===== config.mk =====
export PLATFORM = sky130hd
export DESIGN_NAME = display_frame_seq_flat
export DESIGN_NICKNAME = d
export VERILOG_FILES = /design/src/rtl/display_frame_seq_if.sv /design/src/rtl/display_frame_seq.sv /design/src/flat_wrapper.sv
export SDC_FILE = /design/constraint.sdc
export NUM_CORES = 1
export LEC_CHECK = 0
export BUFFER_PORTS_ARGS = -buffer_cell sky130_fd_sc_hd__buf_2
export CORE_MARGIN = 3
export CORE_UTILIZATION = 30
export CTS_BUF_LIST = sky130_fd_sc_hd__clkbuf_2 sky130_fd_sc_hd__clkbuf_4 sky130_fd_sc_hd__clkbuf_8
export CTS_CLUSTER_SIZE = 10
export DETAILED_ROUTE_END_ITERATION = 12
export PLACE_DENSITY = 0.52
export SYNTH_ARGS = -nofsm -noshare
export SYNTH_HDL_FRONTEND = slang
export SYNTH_SLANG_ARGS = --single-unit

===== constraint.sdc =====
create_clock -name clk -period 4.1 [get_ports clk]
set_input_delay 0.615 -clock clk [delete_from_list [all_inputs] [get_ports clk]]
set_output_delay 0.615 -clock clk [all_outputs]
set_load 0.005 [all_outputs]

===== src/rtl/display_frame_seq_if.sv =====
// Frame-sequencer handshake bundle: request/configuration from the master,
// frame data plus status back from the sequencer.
interface display_frame_seq_if #(
    parameter int NB_SEGMENTS = 56,
    parameter int RNDSIZE     = 16,
    parameter int FRAME_CNT_W = 8
);
    logic                   start;
    logic                   z;
    logic [NB_SEGMENTS-1:0] msg;
    logic [RNDSIZE-1:0]     rnd;
    logic [3:0]             probability;
    logic [FRAME_CNT_W-1:0] nframes;
    logic [NB_SEGMENTS-1:0] selseg;
    logic                   out_valid;
    logic                   out_ready;
    logic [FRAME_CNT_W-1:0] frame_idx;
    logic                   busy;
    logic                   done;

    modport master (
        output start, z, msg, rnd, probability, nframes, out_ready,
        input  selseg, out_valid, frame_idx, busy, done
    );

    modport slave (
        input  start, z, msg, rnd, probability, nframes, out_ready,
        output selseg, out_valid, frame_idx, busy, done
    );
endinterface


===== src/rtl/display_frame_seq.sv =====
// Builds NB_SEGMENTS-wide random-thinned message frames, one segment per cycle,
// and holds each frame on a valid/ready output until accepted.
module display_frame_seq #(
    parameter int NB_SEGMENTS = 56,
    parameter int RNDSIZE     = 16,
    parameter int FRAME_CNT_W = 8
) (
    input  logic              clk,
    input  logic              rst,
    display_frame_seq_if.slave bus
);
    localparam int SEG_W = (NB_SEGMENTS > 1) ? $clog2(NB_SEGMENTS) : 1;
    localparam logic [SEG_W-1:0]   SEG_LAST = SEG_W'(NB_SEGMENTS - 1);
    localparam logic [RNDSIZE-1:0] SEED_DEF = RNDSIZE'(16'hACE1);

    typedef enum logic [1:0] {IDLE, GEN, OUT} state_t;

    state_t                 state;
    state_t                 state_nxt;
    logic [NB_SEGMENTS-1:0] msg_r;
    logic                   z_r;
    logic [3:0]             prob_r;
    logic [FRAME_CNT_W-1:0] nframes_r;
    logic [RNDSIZE-1:0]     lfsr;
    logic [RNDSIZE-1:0]     lfsr_adv;
    logic [SEG_W-1:0]       seg_cnt;
    logic [NB_SEGMENTS-1:0] selseg_r;
    logic [FRAME_CNT_W-1:0] frame_idx_r;
    logic                   done_r;
    logic                   seg_keep;
    logic                   seg_last;
    logic                   frame_last;

    function automatic logic [RNDSIZE-1:0] lfsr_step(input logic [RNDSIZE-1:0] s);
        return {s[RNDSIZE-2:0], s[15] ^ s[13] ^ s[12] ^ s[10]};
    endfunction

    assign lfsr_adv   = lfsr_step(lfsr_step(lfsr_step(lfsr_step(lfsr))));
    assign seg_keep   = z_r & msg_r[seg_cnt] & (lfsr_adv[3:0] >= prob_r);
    assign seg_last   = (seg_cnt == SEG_LAST);
    // nframes==0 wraps to all-ones here, giving the full 2^FRAME_CNT_W frames
    assign frame_last = (frame_idx_r == (nframes_r - FRAME_CNT_W'(1)));

    always_ff @(posedge clk) begin
        if (rst) state <= IDLE;
        else     state <= state_nxt;
    end

    always_comb begin
        state_nxt = state;
        unique case (state)
            IDLE:    if (bus.start)     state_nxt = GEN;
            GEN:     if (seg_last)      state_nxt = OUT;
            OUT:     if (bus.out_ready) state_nxt = frame_last ? IDLE : GEN;
            default:                    state_nxt = IDLE;
        endcase
    end

    always_comb begin
        bus.out_valid = (state == OUT);
        bus.busy      = (state != IDLE);
    end

    always_ff @(posedge clk) begin
        if (rst) begin
            msg_r       <= '0;
            z_r         <= 1'b0;
            prob_r      <= '0;
            nframes_r   <= '0;
            lfsr        <= SEED_DEF;
            seg_cnt     <= '0;
            selseg_r    <= '0;
            frame_idx_r <= '0;
            done_r      <= 1'b0;
        end else begin
            done_r <= 1'b0;
            unique case (state)
                IDLE: if (bus.start) begin
                    msg_r       <= bus.msg;
                    z_r         <= bus.z;
                    prob_r      <= bus.probability;
                    nframes_r   <= bus.nframes;
                    lfsr        <= (bus.rnd == '0) ? SEED_DEF : bus.rnd;
                    seg_cnt     <= '0;
                    selseg_r    <= '0;
                    frame_idx_r <= '0;
                end
                GEN: begin
                    lfsr              <= lfsr_adv;
                    selseg_r[seg_cnt] <= seg_keep;
                    seg_cnt           <= seg_last ? '0 : seg_cnt + SEG_W'(1);
                end
                OUT: if (bus.out_ready) begin
                    if (frame_last) begin
                        done_r <= 1'b1;
                    end else begin
                        frame_idx_r <= frame_idx_r + FRAME_CNT_W'(1);
                        selseg_r    <= '0;
                    end
                end
                default: ;
            endcase
        end
    end

    assign bus.selseg    = selseg_r;
    assign bus.frame_idx = frame_idx_r;
    assign bus.done      = done_r;
endmodule

===== src/flat_wrapper.sv =====
// flat-port wrapper written by rule: the top's interface ports become plain ports
module display_frame_seq_flat 
#(
    parameter int NB_SEGMENTS = 56,
    parameter int RNDSIZE     = 16,
    parameter int FRAME_CNT_W = 8
)
  (clk, rst, bus_start, bus_z, bus_msg, bus_rnd, bus_probability, bus_nframes, bus_out_ready, bus_selseg, bus_out_valid, bus_frame_idx, bus_busy, bus_done);
  display_frame_seq_if #(.NB_SEGMENTS(NB_SEGMENTS), .RNDSIZE(RNDSIZE), .FRAME_CNT_W(FRAME_CNT_W)) bus_i ();
  input  logic clk;
  input  logic rst;
  input wire logic [$bits(bus_i.start)-1:0] bus_start;
  input wire logic [$bits(bus_i.z)-1:0] bus_z;
  input wire logic [$bits(bus_i.msg)-1:0] bus_msg;
  input wire logic [$bits(bus_i.rnd)-1:0] bus_rnd;
  input wire logic [$bits(bus_i.probability)-1:0] bus_probability;
  input wire logic [$bits(bus_i.nframes)-1:0] bus_nframes;
  input wire logic [$bits(bus_i.out_ready)-1:0] bus_out_ready;
  output wire logic [$bits(bus_i.selseg)-1:0] bus_selseg;
  output wire logic [$bits(bus_i.out_valid)-1:0] bus_out_valid;
  output wire logic [$bits(bus_i.frame_idx)-1:0] bus_frame_idx;
  output wire logic [$bits(bus_i.busy)-1:0] bus_busy;
  output wire logic [$bits(bus_i.done)-1:0] bus_done;
  assign bus_i.start = bus_start;
  assign bus_i.z = bus_z;
  assign bus_i.msg = bus_msg;
  assign bus_i.rnd = bus_rnd;
  assign bus_i.probability = bus_probability;
  assign bus_i.nframes = bus_nframes;
  assign bus_i.out_ready = bus_out_ready;
  assign bus_selseg = bus_i.selseg;
  assign bus_out_valid = bus_i.out_valid;
  assign bus_frame_idx = bus_i.frame_idx;
  assign bus_busy = bus_i.busy;
  assign bus_done = bus_i.done;
  display_frame_seq #(.NB_SEGMENTS(NB_SEGMENTS), .RNDSIZE(RNDSIZE), .FRAME_CNT_W(FRAME_CNT_W)) u_core (.clk(clk), .rst(rst), .bus(bus_i));
endmodule

* Word-level counts from Yosys, hierarchy flattened
Index checks and enable logic that the tools add are counted.
** Word-level totals
- Flip-flop bits (word level) :: 158
- Input port bits :: 89
- Output and inout bits :: 67
- Word-level logic and storage cells :: 78
** Cells by class
- Add/subtract/negate cells :: 3
- $lt $le $gt $ge :: 3
- Equal/unequal tests :: 8
- Multiplexer cells :: 25
- Bitwise operators :: 16
- Reduce and logical (&&, ||, !) cells :: 13
** Operators by type and width (number)
- 56-bit two-way mux :: 3
- 56-bit one-hot mux with 3 select lines :: 1
- 56-bit bitwise mux :: 1
- 16-bit two-way mux :: 2
- 16-bit one-hot mux with 2 select lines :: 1
- 8-bit two-way mux :: 3
- 16-bit logical NOT :: 1
- 8-bit one-hot mux with 2 select lines :: 1
- 6-bit two-way mux :: 2
- 6-bit one-hot mux with 2 select lines :: 1
- 1-bit bitwise XOR :: 12
- 8-bit by 1-bit adder with 8-bit output (second input constant) :: 1
- 8-bit equality test :: 1
- 4-bit AND reduction :: 2
- 8-bit by 1-bit subtractor with 8-bit output (second input constant) :: 1
- 6-bit by 7-bit less-than comparator with 1-bit output (second input constant) :: 1
- 6-bit by 1-bit adder with 6-bit output (second input constant) :: 1
- 1-bit binary-select mux with 6-bit select :: 1
- 1-bit demux with 6-bit select :: 1
- 6-bit equality test (second input constant) :: 1
- 6-bit by 1-bit greater-or-equal comparator with 1-bit output (second input constant) :: 1
- 2-bit two-way mux :: 3
- 2-bit != test (second input constant) :: 3
- 2-bit one-hot mux with 3 select lines :: 1
- 14 further kinds :: 22

* Longest topological paths before layout
- Depth in word-level cells :: 7
- Gate-level depth with buffers :: 12

* Least setup slack after synthesis
OpenSTA, ideal clock, no wires.
- Kind :: flip-flop to flip-flop
- Start :: register u_core.lfsr[9]
- End :: register u_core.selseg_r[24], in the netlist u_core.bus.selseg[24]
- Setup time :: 77 ps
- Arrival time :: 2232 ps
- Required time :: 4023 ps
- Slack :: 1790 ps
- Cell stages (with the launch flop) :: 11
- Path buffers :: 0
- Clock period less this slack :: 2310 ps
- Cells stage by stage :: dfxtp_1 -> xnor2_1 -> xnor2_1 -> ha_1 -> nand2b_1 -> a21o_1 -> a21o_1 -> a21oi_1 -> nor3_2 -> nand4_2 -> o22ai_1
** Between the ends
- Word-level cells in the longest chain between the ends :: 6
- Elaborated cells on any way between the ends :: 7
- Classes of those cells :: order compare (1); mux (2); bitwise (4)
** RTL lines
- start: declaration :: RTL line display_frame_seq.sv:24 : logic [RNDSIZE-1:0] lfsr;
- start signal: assignment :: RTL line display_frame_seq.sv:83 : lfsr <= (bus.rnd == '0) ? SEED_DEF : bus.rnd;
- start signal: assignment :: RTL line display_frame_seq.sv:89 : lfsr <= lfsr_adv;
- 1-bit bitwise XOR (2 in a row) :: RTL line display_frame_seq.sv:35 : return {s[RNDSIZE-2:0], s[15] ^ s[13] ^ s[12] ^ s[10]};
- 4-bit greater-or-equal comparator * :: RTL line display_frame_seq.sv:39 : assign seg_keep = z_r & msg_r[seg_cnt] & (lfsr_adv[3:0] >= prob_r);
- 1-bit bitwise AND * :: RTL line display_frame_seq.sv:39
- 56-bit bitwise mux * :: RTL line display_frame_seq.sv:90 : selseg_r[seg_cnt] <= seg_keep;
- 56-bit one-hot mux with 3 select lines * :: RTL line display_frame_seq.sv:77 : unique case (state)
- end signal: indexed assignment :: RTL line display_frame_seq.sv:90
- end: declaration :: RTL line display_frame_seq.sv:27 : logic [NB_SEGMENTS-1:0] selseg_r;
Mark *: on every way between the ends. The rest lies on a longest branch, timed or not.
A chain may end at the register's enable or synchronous reset.

* Worst setup path in the final report
- Start :: register u_core.nframes_r[0]
- End :: register u_core.selseg_r[17], in the netlist u_core.bus.selseg[17]
** Between the ends
- Word-level cells in the longest chain between the ends :: 4
** RTL lines
- start: declaration :: RTL line display_frame_seq.sv:23 : logic [FRAME_CNT_W-1:0] nframes_r;
- start signal: assignment :: RTL line display_frame_seq.sv:82 : nframes_r <= bus.nframes;
- 8-bit by 1-bit subtractor with 8-bit output :: RTL line display_frame_seq.sv:42 : assign frame_last = (frame_idx_r == (nframes_r - FRAME_CNT_W'(1)));
- 8-bit equality test :: RTL line display_frame_seq.sv:42
- 2-bit != test (no line)
- 4-bit AND reduction (no line)
Every way passes these cells.

==> reports/qor.csv <==
metric;value;unit
synth_common_cells;nand2_1 (174), dfxtp_1 (158), a21oi_1 (86);
synth_top_area_cell;dfxtp_1;
ys.flop_type;dfxtp_1;
tns;0;ns
async_flop_share;0;%
netlist_area;6980;um2
required;4.47;ns
powerDensity;417;nW/um2
path_cells;inv_1 -> ha_1 -> o21bai_1 -> a211oi_1 -> o21bai_1 -> nand2_1 -> a41o_1 -> nand2_2 -> buf_4 -> o22ai_1;
fin_crit_sh;75.7;%
avgViaCountPerCell;4.97;
fmax;322;MHz
dr_total_vias;6383;
regArea;3160;um2
path_delay_family;compound AO/OA/AOI/OAI gates;
multiInputGateArea;3470;um2
yosys-top-cells-area;dfxtp_1 (45%), nand2_1 (9.4%), a21oi_1 (6.2%);
cts_tree;done;
leakagePower;0.00328;uW
cp.arrival;3.47;ns
dp_hpwl;14400;um
grt.overflow.total;0;
die_area;25100;um2
die_height;158;um
worstPathMaxFanout;45;
final_nets;1055;
port_buffers;155;
antenna_left;0;
clk_pin_slew_worst_paths;0.09;ns
grt_pass1_vias;5966;
wl_per_cell;16.3;um
dp_slack;1.04;ns
postCtsHoldBufs;0;
period_needed;3.10;ns
worst_slack;0.996;ns
final_hold_viol_count;0;
io_pins;156;
cts_root_buf;clkbuf_8;
clock_latency;0.45;ns
rows;55;
gp_congestion;0.790;
crit_buf_inv;2;
max_stage_delay;0.61;ns
relSlewSlack;35.7;%
worst_pin_slew;0.964;ns
end_kind;register;
core;22800;um2
rsz0062_at_grt;no;
htreeDepth;4;
cts-resized-gates;0;
ir_drop;0.000180;V
yosysWarningCount;0;
synthToLayoutAreaGrowth;20.4;%
postSynthAreaPerCell;8.31;um2
grt_max_degree;88;
routed_wl;20900;um
ys_seq_elements;158;
syn_inst;839;
first_pass_iters;5;
drc;0;
antenna_found_initial;0;
initial_core_util;30.6;%
worstSetupPathType;reg2reg;
cp_common_cell;o21bai_1;
ys_types;62;
hold_class;in2reg;
syn_nets;935;
synth_top_area_share;45.3;%
grt_first_pass_wirelength;32500;um
startpoint_type;register;
chipWidth;158;um
final-max-slew-violation-count;0;
clock-sinks;158;
synth_edf_count;0;
skew;0.0111;ns
synth-seq-area-share;45.3;%
maxCapViolCount;0;
status;complete, no violations;
cts_buffers;17;
grtUsageTotal;16.4;%
yosysMostFrequentCell;nand2_1;
post-cts-setup-buffers;0;
antenna_cells;0;
setup_viol;0;
drt_iter0_drc;401;
fillCellCount;2449;
crit_path_top_delay_cell;nand2_2;
drive_gt1_share;23.3;%
clock_path_buffers;2;
==> metrics by stage <==
step	area [um2]	utilization [%]	total power, uW	hold slack [ns]	instances
after floorplan	6980	-	2110	0.432	839
after global placement	7970	35.0	2290	0.441	1253
after detailed placement	7970	35.0	2290	0.445	1253
after CTS	8400	36.9	3540	0.355	1284
after global routing	8400	36.9	3690	0.357	1284
final	8400	36.9	3510	0.390	1284
==> layout make-up <==
cell class                      count  share of cell area (%)
Inverter                           20                   0.894
Clock inverter                     11                    1.89
Sequential cell                   158                    37.6
Clock buffer                       20                    3.20
Multi-Input combinational cell    596                    41.3
Timing Repair Buffer              166                    10.4
Tap cell                          313                    4.66
==> cell usage in the layout (no fill, tap or decap), drive strengths merged, types with 4 or more instances in the layout <==
| cell | instances |
|---|---|
| a2111o | 5 |
| a211oi | 8 |
| a21oi | 86 |
| a221oi | 8 |
| buf | 166 |
| clkbuf | 20 |
| clkinv | 8 |
| dfxtp | 158 |
| ha | 7 |
| inv | 19 |
| mux2 | 5 |
| mux2i | 5 |
| mux4 | 8 |
| nand2 | 174 |
| nand2b | 6 |
| nand3 | 18 |
| nand4 | 6 |
| nor2 | 31 |
| nor3 | 9 |
| nor4 | 8 |
| o21ai | 76 |
| o221ai | 4 |
| o22ai | 64 |
| xnor2 | 14 |
| xor2 | 6 |
==> state kept, by name, indices dropped and copies added, names as in the netlist <==
register / cells
u_core.bus.selseg: 56
u_core.msg_r: 56
u_core.lfsr: 16
u_core.bus.frame_idx: 8
u_core.nframes_r: 8
u_core.seg_cnt: 6
u_core.prob_r: 4
u_core.state: 2
u_core.bus.done: 1
u_core.z_r: 1
==> path summary, 6_finish.rpt <==
path	startpoint	to	slack, ns	cells past startpoint
hold / removal	bus_msg[33]	u_core.msg_r[33]	0.39	3
hold reg to reg	u_core.msg_r[34]	u_core.msg_r[34]	0.45	2
setup reg to reg	u_core.nframes_r[0]	u_core.bus.selseg[17]	1.0	10
setup / recovery	u_core.nframes_r[0]	u_core.bus.selseg[17]	1.0	10
==> routing by layer <==
metal | track usage (%) | vias to the layer above | share of wire, %
met5 | 0 | - | 0
met4 | 3.44 | 0 | 0.78
met3 | 3.42 | 10 | 4.1
met2 | 26.5 | 125 | 47
met1 | 22.9 | 3003 | 48
li1 | - | 3245 | -
==> worst min-delay path: stages <==
cell and delay [ns]:
buf_2 0.10, nand2_1 0.04, a21oi_1 0.05
==> power by group <==
group          switching [uW]  internal, uW
registers                63.4          1620
clock network             606           647
logic                     349           223
==> cell families after synthesis <==
| family | Yosys count | share of synthesized area [%] |
|---|---|---|
| xor+xnor | 20 | 2.51 |
| flops | 158 | 45.3 |
| fa+ha+maj | 7 | 1.26 |
| simple gates | 273 | 18.0 |
| mux | 18 | 4.11 |
| compound gates | 278 | 23.7 |
| buf+inv | 85 | 5.08 |
No activity file was read; power rests on OpenSTA's default activity.
